`src/rtl/digital_gain_agc_if.sv`:
```
// rtl/digital_gain_agc_if.sv - sample/sync bus into and out of the gain stage
interface digital_gain_agc_if #(
  parameter int IN_W  = 32,
  parameter int OUT_W = 16,
  parameter int NCH   = 4,
  parameter int CNT_W = 9
);
  logic                 ms_in;
  logic                 en_sync_in;
  logic [CNT_W-1:0]     cnt_sync_in;
  logic [NCH*IN_W-1:0]  data_in;
  logic [NCH*OUT_W-1:0] data_out;
  logic                 en_sync_out;
  logic [CNT_W-1:0]     cnt_sync_out;

  modport master (
    output ms_in, en_sync_in, cnt_sync_in, data_in,
    input  data_out, en_sync_out, cnt_sync_out
  );

  modport slave (
    input  ms_in, en_sync_in, cnt_sync_in, data_in,
    output data_out, en_sync_out, cnt_sync_out
  );
endinterface

```
`src/rtl/digital_gain_agc.sv`:
```
// rtl/digital_gain_agc.sv - multi-channel digital gain with frame-synchronous AGC
// Optional: define GAIN_ROUND_EN for round-half-up before saturation (default truncates).
module digital_gain_agc #(
  parameter int IN_W    = 32,
  parameter int OUT_W   = 16,
  parameter int NCH     = 4,
  parameter int CNT_W   = 9,
  parameter int SHIFT_W = 5
) (
  input  logic               clk,
  input  logic               rst,
  digital_gain_agc_if.slave  bus,
  input  logic               mode_auto,
  input  logic [SHIFT_W-1:0] manual_shift,
  output logic [IN_W-1:0]    max_out,
  output logic               max_valid,
  output logic [SHIFT_W-1:0] shift_used,
  output logic [15:0]        sat_cnt
);

  localparam int               SHIFT_MAX   = IN_W - OUT_W;
  localparam logic [SHIFT_W-1:0] SHIFT_MAX_V = SHIFT_W'(SHIFT_MAX);
  localparam int               SC_W        = $clog2(NCH + 1);

  logic [NCH*IN_W-1:0]  s1_data_q, s1_data_d;
  logic                 s1_en_q, s1_en_d;
  logic [CNT_W-1:0]     s1_cnt_q, s1_cnt_d;
  logic                 s1_ms_q, s1_ms_d;
  logic [NCH*OUT_W-1:0] out_data_q, out_data_d;
  logic                 out_en_q, out_en_d;
  logic [CNT_W-1:0]     out_cnt_q, out_cnt_d;
  logic [IN_W-1:0]      run_max_q, run_max_d;
  logic [IN_W-1:0]      max_out_q, max_out_d;
  logic                 max_valid_q, max_valid_d;
  logic [SHIFT_W-1:0]   shift_q, shift_d;
  logic [15:0]          sat_acc_q, sat_acc_d;
  logic [15:0]          sat_cnt_q, sat_cnt_d;

  logic [IN_W-1:0]      cyc_max;
  logic [IN_W-1:0]      x;
  logic [IN_W:0]        scaled;
  logic                 sat_flag;
  logic [SC_W-1:0]      sat_n;
  logic [16:0]          sat_sum;
  logic [SHIFT_W-1:0]   auto_shift;
  int                   bit_len;
  int                   auto_sh;
`ifdef GAIN_ROUND_EN
  logic [IN_W-1:0]      rnd_src;
`endif

  always_ff @(posedge clk or posedge rst) begin
    if (rst) begin
      s1_data_q   <= '0;
      s1_en_q     <= 1'b0;
      s1_cnt_q    <= '0;
      s1_ms_q     <= 1'b0;
      out_data_q  <= '0;
      out_en_q    <= 1'b0;
      out_cnt_q   <= '0;
      run_max_q   <= '0;
      max_out_q   <= '0;
      max_valid_q <= 1'b0;
      shift_q     <= SHIFT_MAX_V;
      sat_acc_q   <= '0;
      sat_cnt_q   <= '0;
    end else begin
      s1_data_q   <= s1_data_d;
      s1_en_q     <= s1_en_d;
      s1_cnt_q    <= s1_cnt_d;
      s1_ms_q     <= s1_ms_d;
      out_data_q  <= out_data_d;
      out_en_q    <= out_en_d;
      out_cnt_q   <= out_cnt_d;
      run_max_q   <= run_max_d;
      max_out_q   <= max_out_d;
      max_valid_q <= max_valid_d;
      shift_q     <= shift_d;
      sat_acc_q   <= sat_acc_d;
      sat_cnt_q   <= sat_cnt_d;
    end
  end

  always_comb begin
    s1_data_d   = bus.data_in;
    s1_en_d     = bus.en_sync_in;
    s1_cnt_d    = bus.cnt_sync_in;
    s1_ms_d     = bus.ms_in;
    out_en_d    = s1_en_q;
    out_cnt_d   = s1_cnt_q;
    out_data_d  = '0;
    run_max_d   = run_max_q;
    max_out_d   = max_out_q;
    max_valid_d = 1'b0;
    shift_d     = shift_q;
    sat_acc_d   = sat_acc_q;
    sat_cnt_d   = sat_cnt_q;
    cyc_max     = '0;
    x           = '0;
    scaled      = '0;
    sat_flag    = 1'b0;
    sat_n       = '0;
    bit_len     = 0;
    auto_sh     = 0;
`ifdef GAIN_ROUND_EN
    rnd_src     = '0;
`endif

    // Peak of this cycle's valid samples across all channels.
    for (int k = 0; k < NCH; k++) begin
      if (bus.data_in[k*IN_W +: IN_W] > cyc_max) cyc_max = bus.data_in[k*IN_W +: IN_W];
    end
    if (!bus.en_sync_in) cyc_max = '0;

    for (int i = 0; i < IN_W; i++) begin
      if (run_max_q[i]) bit_len = i + 1;
    end
    auto_sh = bit_len - OUT_W;
    if (auto_sh < 0) auto_sh = 0;
    if (auto_sh > SHIFT_MAX) auto_sh = SHIFT_MAX;
    auto_shift = SHIFT_W'(auto_sh);

    if (bus.ms_in) begin
      max_out_d   = run_max_q;
      max_valid_d = 1'b1;
      run_max_d   = cyc_max;
      if (mode_auto) shift_d = auto_shift;
      else           shift_d = (manual_shift > SHIFT_MAX_V) ? SHIFT_MAX_V : manual_shift;
    end else if (cyc_max > run_max_q) begin
      run_max_d = cyc_max;
    end

    for (int k = 0; k < NCH; k++) begin
      x      = s1_data_q[k*IN_W +: IN_W];
      scaled = {1'b0, x >> shift_q};
`ifdef GAIN_ROUND_EN
      if (shift_q != '0) begin
        rnd_src = x >> (shift_q - 1'b1);
        scaled  = scaled + {{IN_W{1'b0}}, rnd_src[0]};
      end
`endif
      sat_flag = |scaled[IN_W:OUT_W];
      out_data_d[k*OUT_W +: OUT_W] = sat_flag ? {OUT_W{1'b1}} : scaled[OUT_W-1:0];
      if (sat_flag && s1_en_q) sat_n = sat_n + SC_W'(1);
    end

    // The frame-start sample sits in S1 here; its registered result lines up with ms delayed 2.
    sat_sum = {1'b0, sat_acc_q} + 17'(sat_n);
    if (s1_ms_q) begin
      sat_cnt_d = sat_acc_q;
      sat_acc_d = 16'(sat_n);
    end else begin
      sat_acc_d = sat_sum[16] ? 16'hFFFF : sat_sum[15:0];
    end
  end

  assign bus.data_out     = out_data_q;
  assign bus.en_sync_out  = out_en_q;
  assign bus.cnt_sync_out = out_cnt_q;
  assign max_out          = max_out_q;
  assign max_valid        = max_valid_q;
  assign shift_used       = shift_q;
  assign sat_cnt          = sat_cnt_q;

endmodule

```
`src/flat_wrapper.sv`:
```
// flat-port wrapper written by rule: the top's interface ports become plain ports
module digital_gain_agc_flat 
#(
  parameter int IN_W    = 32,
  parameter int OUT_W   = 16,
  parameter int NCH     = 4,
  parameter int CNT_W   = 9,
  parameter int SHIFT_W = 5
)
  (clk, rst, mode_auto, manual_shift, max_out, max_valid, shift_used, sat_cnt, bus_ms_in, bus_en_sync_in, bus_cnt_sync_in, bus_data_in, bus_data_out, bus_en_sync_out, bus_cnt_sync_out);
  digital_gain_agc_if #(.IN_W(IN_W), .OUT_W(OUT_W), .NCH(NCH), .CNT_W(CNT_W)) bus_i ();
  input  logic clk;
  input  logic rst;
  input  logic mode_auto;
  input  logic [SHIFT_W-1:0] manual_shift;
  output logic [IN_W-1:0] max_out;
  output logic max_valid;
  output logic [SHIFT_W-1:0] shift_used;
  output logic [15:0] sat_cnt;
  input wire logic [$bits(bus_i.ms_in)-1:0] bus_ms_in;
  input wire logic [$bits(bus_i.en_sync_in)-1:0] bus_en_sync_in;
  input wire logic [$bits(bus_i.cnt_sync_in)-1:0] bus_cnt_sync_in;
  input wire logic [$bits(bus_i.data_in)-1:0] bus_data_in;
  output wire logic [$bits(bus_i.data_out)-1:0] bus_data_out;
  output wire logic [$bits(bus_i.en_sync_out)-1:0] bus_en_sync_out;
  output wire logic [$bits(bus_i.cnt_sync_out)-1:0] bus_cnt_sync_out;
  assign bus_i.ms_in = bus_ms_in;
  assign bus_i.en_sync_in = bus_en_sync_in;
  assign bus_i.cnt_sync_in = bus_cnt_sync_in;
  assign bus_i.data_in = bus_data_in;
  assign bus_data_out = bus_i.data_out;
  assign bus_en_sync_out = bus_i.en_sync_out;
  assign bus_cnt_sync_out = bus_i.cnt_sync_out;
  digital_gain_agc #(.IN_W(IN_W), .OUT_W(OUT_W), .NCH(NCH), .CNT_W(CNT_W), .SHIFT_W(SHIFT_W)) u_core (.clk(clk), .rst(rst), .bus(bus_i), .mode_auto(mode_auto), .manual_shift(manual_shift), .max_out(max_out), .max_valid(max_valid), .shift_used(shift_used), .sat_cnt(sat_cnt));
endmodule
```
`config.mk`:
```
export PLATFORM = sky130hd
export DESIGN_NAME = digital_gain_agc_flat
export DESIGN_NICKNAME = d
export VERILOG_FILES = /design/src/rtl/digital_gain_agc_if.sv /design/src/rtl/digital_gain_agc.sv /design/src/flat_wrapper.sv
export SDC_FILE = /design/constraint.sdc
export NUM_CORES = 1
export LEC_CHECK = 0
export CAP_MARGIN = 15
export CORE_UTILIZATION = 38
export CTS_CLUSTER_DIAMETER = 60
export DETAILED_ROUTE_END_ITERATION = 12
export PLACE_DENSITY = 0.57
export SLEW_MARGIN = 10
export SYNTH_ARGS = -nofsm -noshare
export SYNTH_HDL_FRONTEND = slang
export SYNTH_SLANG_ARGS = --single-unit
```
`constraint.sdc`:
```
create_clock -name clk -period 14.8 [get_ports clk]
set_clock_uncertainty 0.05 [all_clocks]
set_input_delay 2.22 -clock clk [delete_from_list [all_inputs] [get_ports clk]]
set_output_delay 2.22 -clock clk [all_outputs]
set_load 0.005 [all_outputs]
```
==> impl_metrics.env <==
export IMPL_status="finished clean"
export IMPL_cts_root_buf="clkbuf_16"
export IMPL_dr_total_vias=17500
export IMPL_cp_start_kind="input port"
export IMPL_hold_buffers=0
export IMPL_std_cell_rows=84
export IMPL_gp_congestion=0.962
export IMPL_setup_viol=0
export IMPL_worst_slew_pin_transition_ps=1010
export IMPL_clkSlewWorstSetupHoldPaths_ps=60
export IMPL_critical_path_class="input port to register"
export IMPL_synth_edf_count=0
export IMPL_worst_r2r_endpoint="u_core.sat_acc_q[1]"
export IMPL_tns_ps=0
export IMPL_viasPerCell=5.88
export IMPL_cts_buffers_inserted=40
export IMPL_ir_drop_v=0.0000853
export IMPL_design_area_um2=25100
export IMPL_wl_per_cell_um=24.5
export IMPL_slew_headroom_pct=32.4
export IMPL_cpMaxStageDelayCell="a21o_2"
export IMPL_overflow=0
export IMPL_met2_usage_pct=41.5
export IMPL_portBuffers=274
export IMPL_cp_data_required_time_ps=15160
export IMPL_io_pins=275
export IMPL_ys_warn_count=0
export IMPL_place_inst=2906
export IMPL_drc=0
export IMPL_rsz0062_at_grt="false"
export IMPL_synth_flop_cell="dfrtp_1"
export IMPL_syn_cell_area_um2=20500
export IMPL_r2r_cells=23
export IMPL_yosysSeqAreaShare_pct=38.3
export IMPL_slowest_delay_ps=820
export IMPL_grt_antenna_before_repair=4
export IMPL_final_cell_mix="dfrtp_1, clkdlybuf4s50_1, nand2_1, a21oi_1, ha_1"
export IMPL_period_share_pct=86.3
export IMPL_synth_cell_types=77
export IMPL_grt_use_total_pct=26.6
export IMPL_cp_startpoint="bus_data_in[31]"
export IMPL_chipHeight_um=235
export IMPL_met3_usage_pct=4.78
export IMPL_clk_path_buf_depth=3
export IMPL_hold_depth=0
export IMPL_grt_first_pass_wirelength_mm=110
export IMPL_first_pass_iters=5
export IMPL_drive_gt1_share_pct=14.1
export IMPL_cts_tree="done"
export IMPL_hpwl_mm=56.5
export IMPL_hold_class="register to register"
export IMPL_worstHoldStart="u_core.out_cnt_d[7]"
export IMPL_dieArea_um2=55000
export IMPL_cts_htree_levels=2
export IMPL_drt_first_iter_violations=1733
export IMPL_grt_max_degree=126
export IMPL_leakage_uw=0.0108
export IMPL_nets=2542
export IMPL_gr_max_usage_layer="met2"
export IMPL_final_common_cell="dfrtp_1"
export IMPL_slew_viol_final=0
export IMPL_drv_cap=0
export IMPL_grtUsageMet1_pct=36.9
export IMPL_finalHoldViolations=0
export IMPL_start_util_pct=38.8
export IMPL_r2r_slack_ps=7330
export IMPL_cts_setup_buffers=0
export IMPL_timing_rr_start="u_core.shift_used[1]"
export IMPL_routed_wl_mm=73.0
export IMPL_syn_to_final_growth_pct=22.4
export IMPL_clk_latency_ps=570
export IMPL_syn_num_nets=2336
export IMPL_numClockSinks=314
export IMPL_clock_fmax_mhz=78.3
export IMPL_core_area_um2=53000
export IMPL_avgSynthCellArea_um2=10.0
export IMPL_synth_seq_cells=314
export IMPL_cts_resized=0
export IMPL_layout_cells_non_filler=2981
export IMPL_die_w_um=235
export IMPL_period_minus_slack_ps=12770
export IMPL_p_per_area_nw_per_um2=185
export IMPL_async_reset_ff_share_pct=100
export IMPL_first_global_vias=17500
export IMPL_worstPathArrival_ps=13130
export IMPL_placed_cell_area_um2=23800
export IMPL_crit_path_end_kind="register"
export IMPL_path_max_fanout=64
export IMPL_syn_inst=2054
export IMPL_drtAntennaViolNets=0
export IMPL_worstHoldEndpoint="u_core.bus.cnt_sync_out[7]"
[flip-flops by register name, summed over array words and instances (netlist names)]
signal	cells
u_core.bus.cnt_sync_out	9
u_core.bus.data_out	64
u_core.bus.en_sync_out	1
u_core.max_out	32
u_core.max_valid	1
u_core.out_cnt_d	9
u_core.out_en_d	1
u_core.run_max_q	32
u_core.s1_data_q	128
u_core.sat_acc_q	16
u_core.sat_cnt	16
u_core.shift_used	5
[worst max-delay path, delay by kind of cell]
kind / cells / cell delay [ps]
adder cells (fa/ha/maj): 4 / 1180
buffers and inverters: 6 / 1950
AO/OA/AOI/OAI: 19 / 4730
AND/OR/NAND/NOR: 8 / 2300
multiplexers: 2 / 730
[area by class of cell]
class	count	area [um2]
repair buffers	299	2940
clock inverters	18	246
multi-input cells	1492	11700
diodes	2	5.00
flip-flops and latches	314	7880
well taps	688	861
clock buffers	55	1100
inverters	113	432
fillers	5002	27800
[logic make-up (layout without fill, tap and decap cells)]
logic type / count (synthesis) / in the layout / share of synthesized area (%)
buf+inv: 248 / 485 / 4.96
flops: 314 / 314 / 38.3
compound gates: 491 / 491 / 15.1
simple gates: 526 / 526 / 11.7
xor+xnor: 14 / 14 / 0.597
other cells: 0 / 2 / 0
fa+ha+maj: 135 / 135 / 8.26
mux: 326 / 326 / 21.2
[cells in the mapped netlist (52+ instances only)]
cell        n  area, um2
dfrtp_1   313       7830
nand2_1   213        800
a21oi_1   151        756
ha_1      134       1680
mux2_2    128       1440
nor2_1    126        473
mux2i_1   125       1250
o21ai_0   122        611
inv_1     110        413
clkbuf_1   85        319
mux4_2     68       1530
nand3_1    52        260
[worst max-delay path by stage]
stage	cells after the start	endpoint
3_5_place_dp	39	u_core.run_max_q[0]
6_report	39	u_core.run_max_q[0]
4_1_cts	39	u_core.run_max_q[6]
2_1_floorplan	1	u_core.bus.cnt_sync_out[0]
5_1_grt	39	u_core.run_max_q[6]
3_3_place_gp	36	u_core.run_max_q[29]
[through the flow]
step                hold WS [ps]  utilization, %  total power (uW)  setup slack [ps]
floorplan                    281               -              2770              3850
global placement             281            44.9              3600              1320
detailed placement           288            44.9              3610              1380
CTS                          300            47.5              4640              1950
global route                 305            47.5              4930              1390
finish                       297            47.5              4640              2030
[metal layers]
metal,vias to the layer above,wire length [um]
met5,-,13
met4,2,2650
met3,147,4810
li1,7963,-
met2,705,33200
met1,8721,32300
[where the power goes]
group,internal [uW],switching [uW],total [uW]
clock network,612,400,1010
logic,1070,1320,2400
registers,1050,186,1230
(Power assumes the default switching activity.)
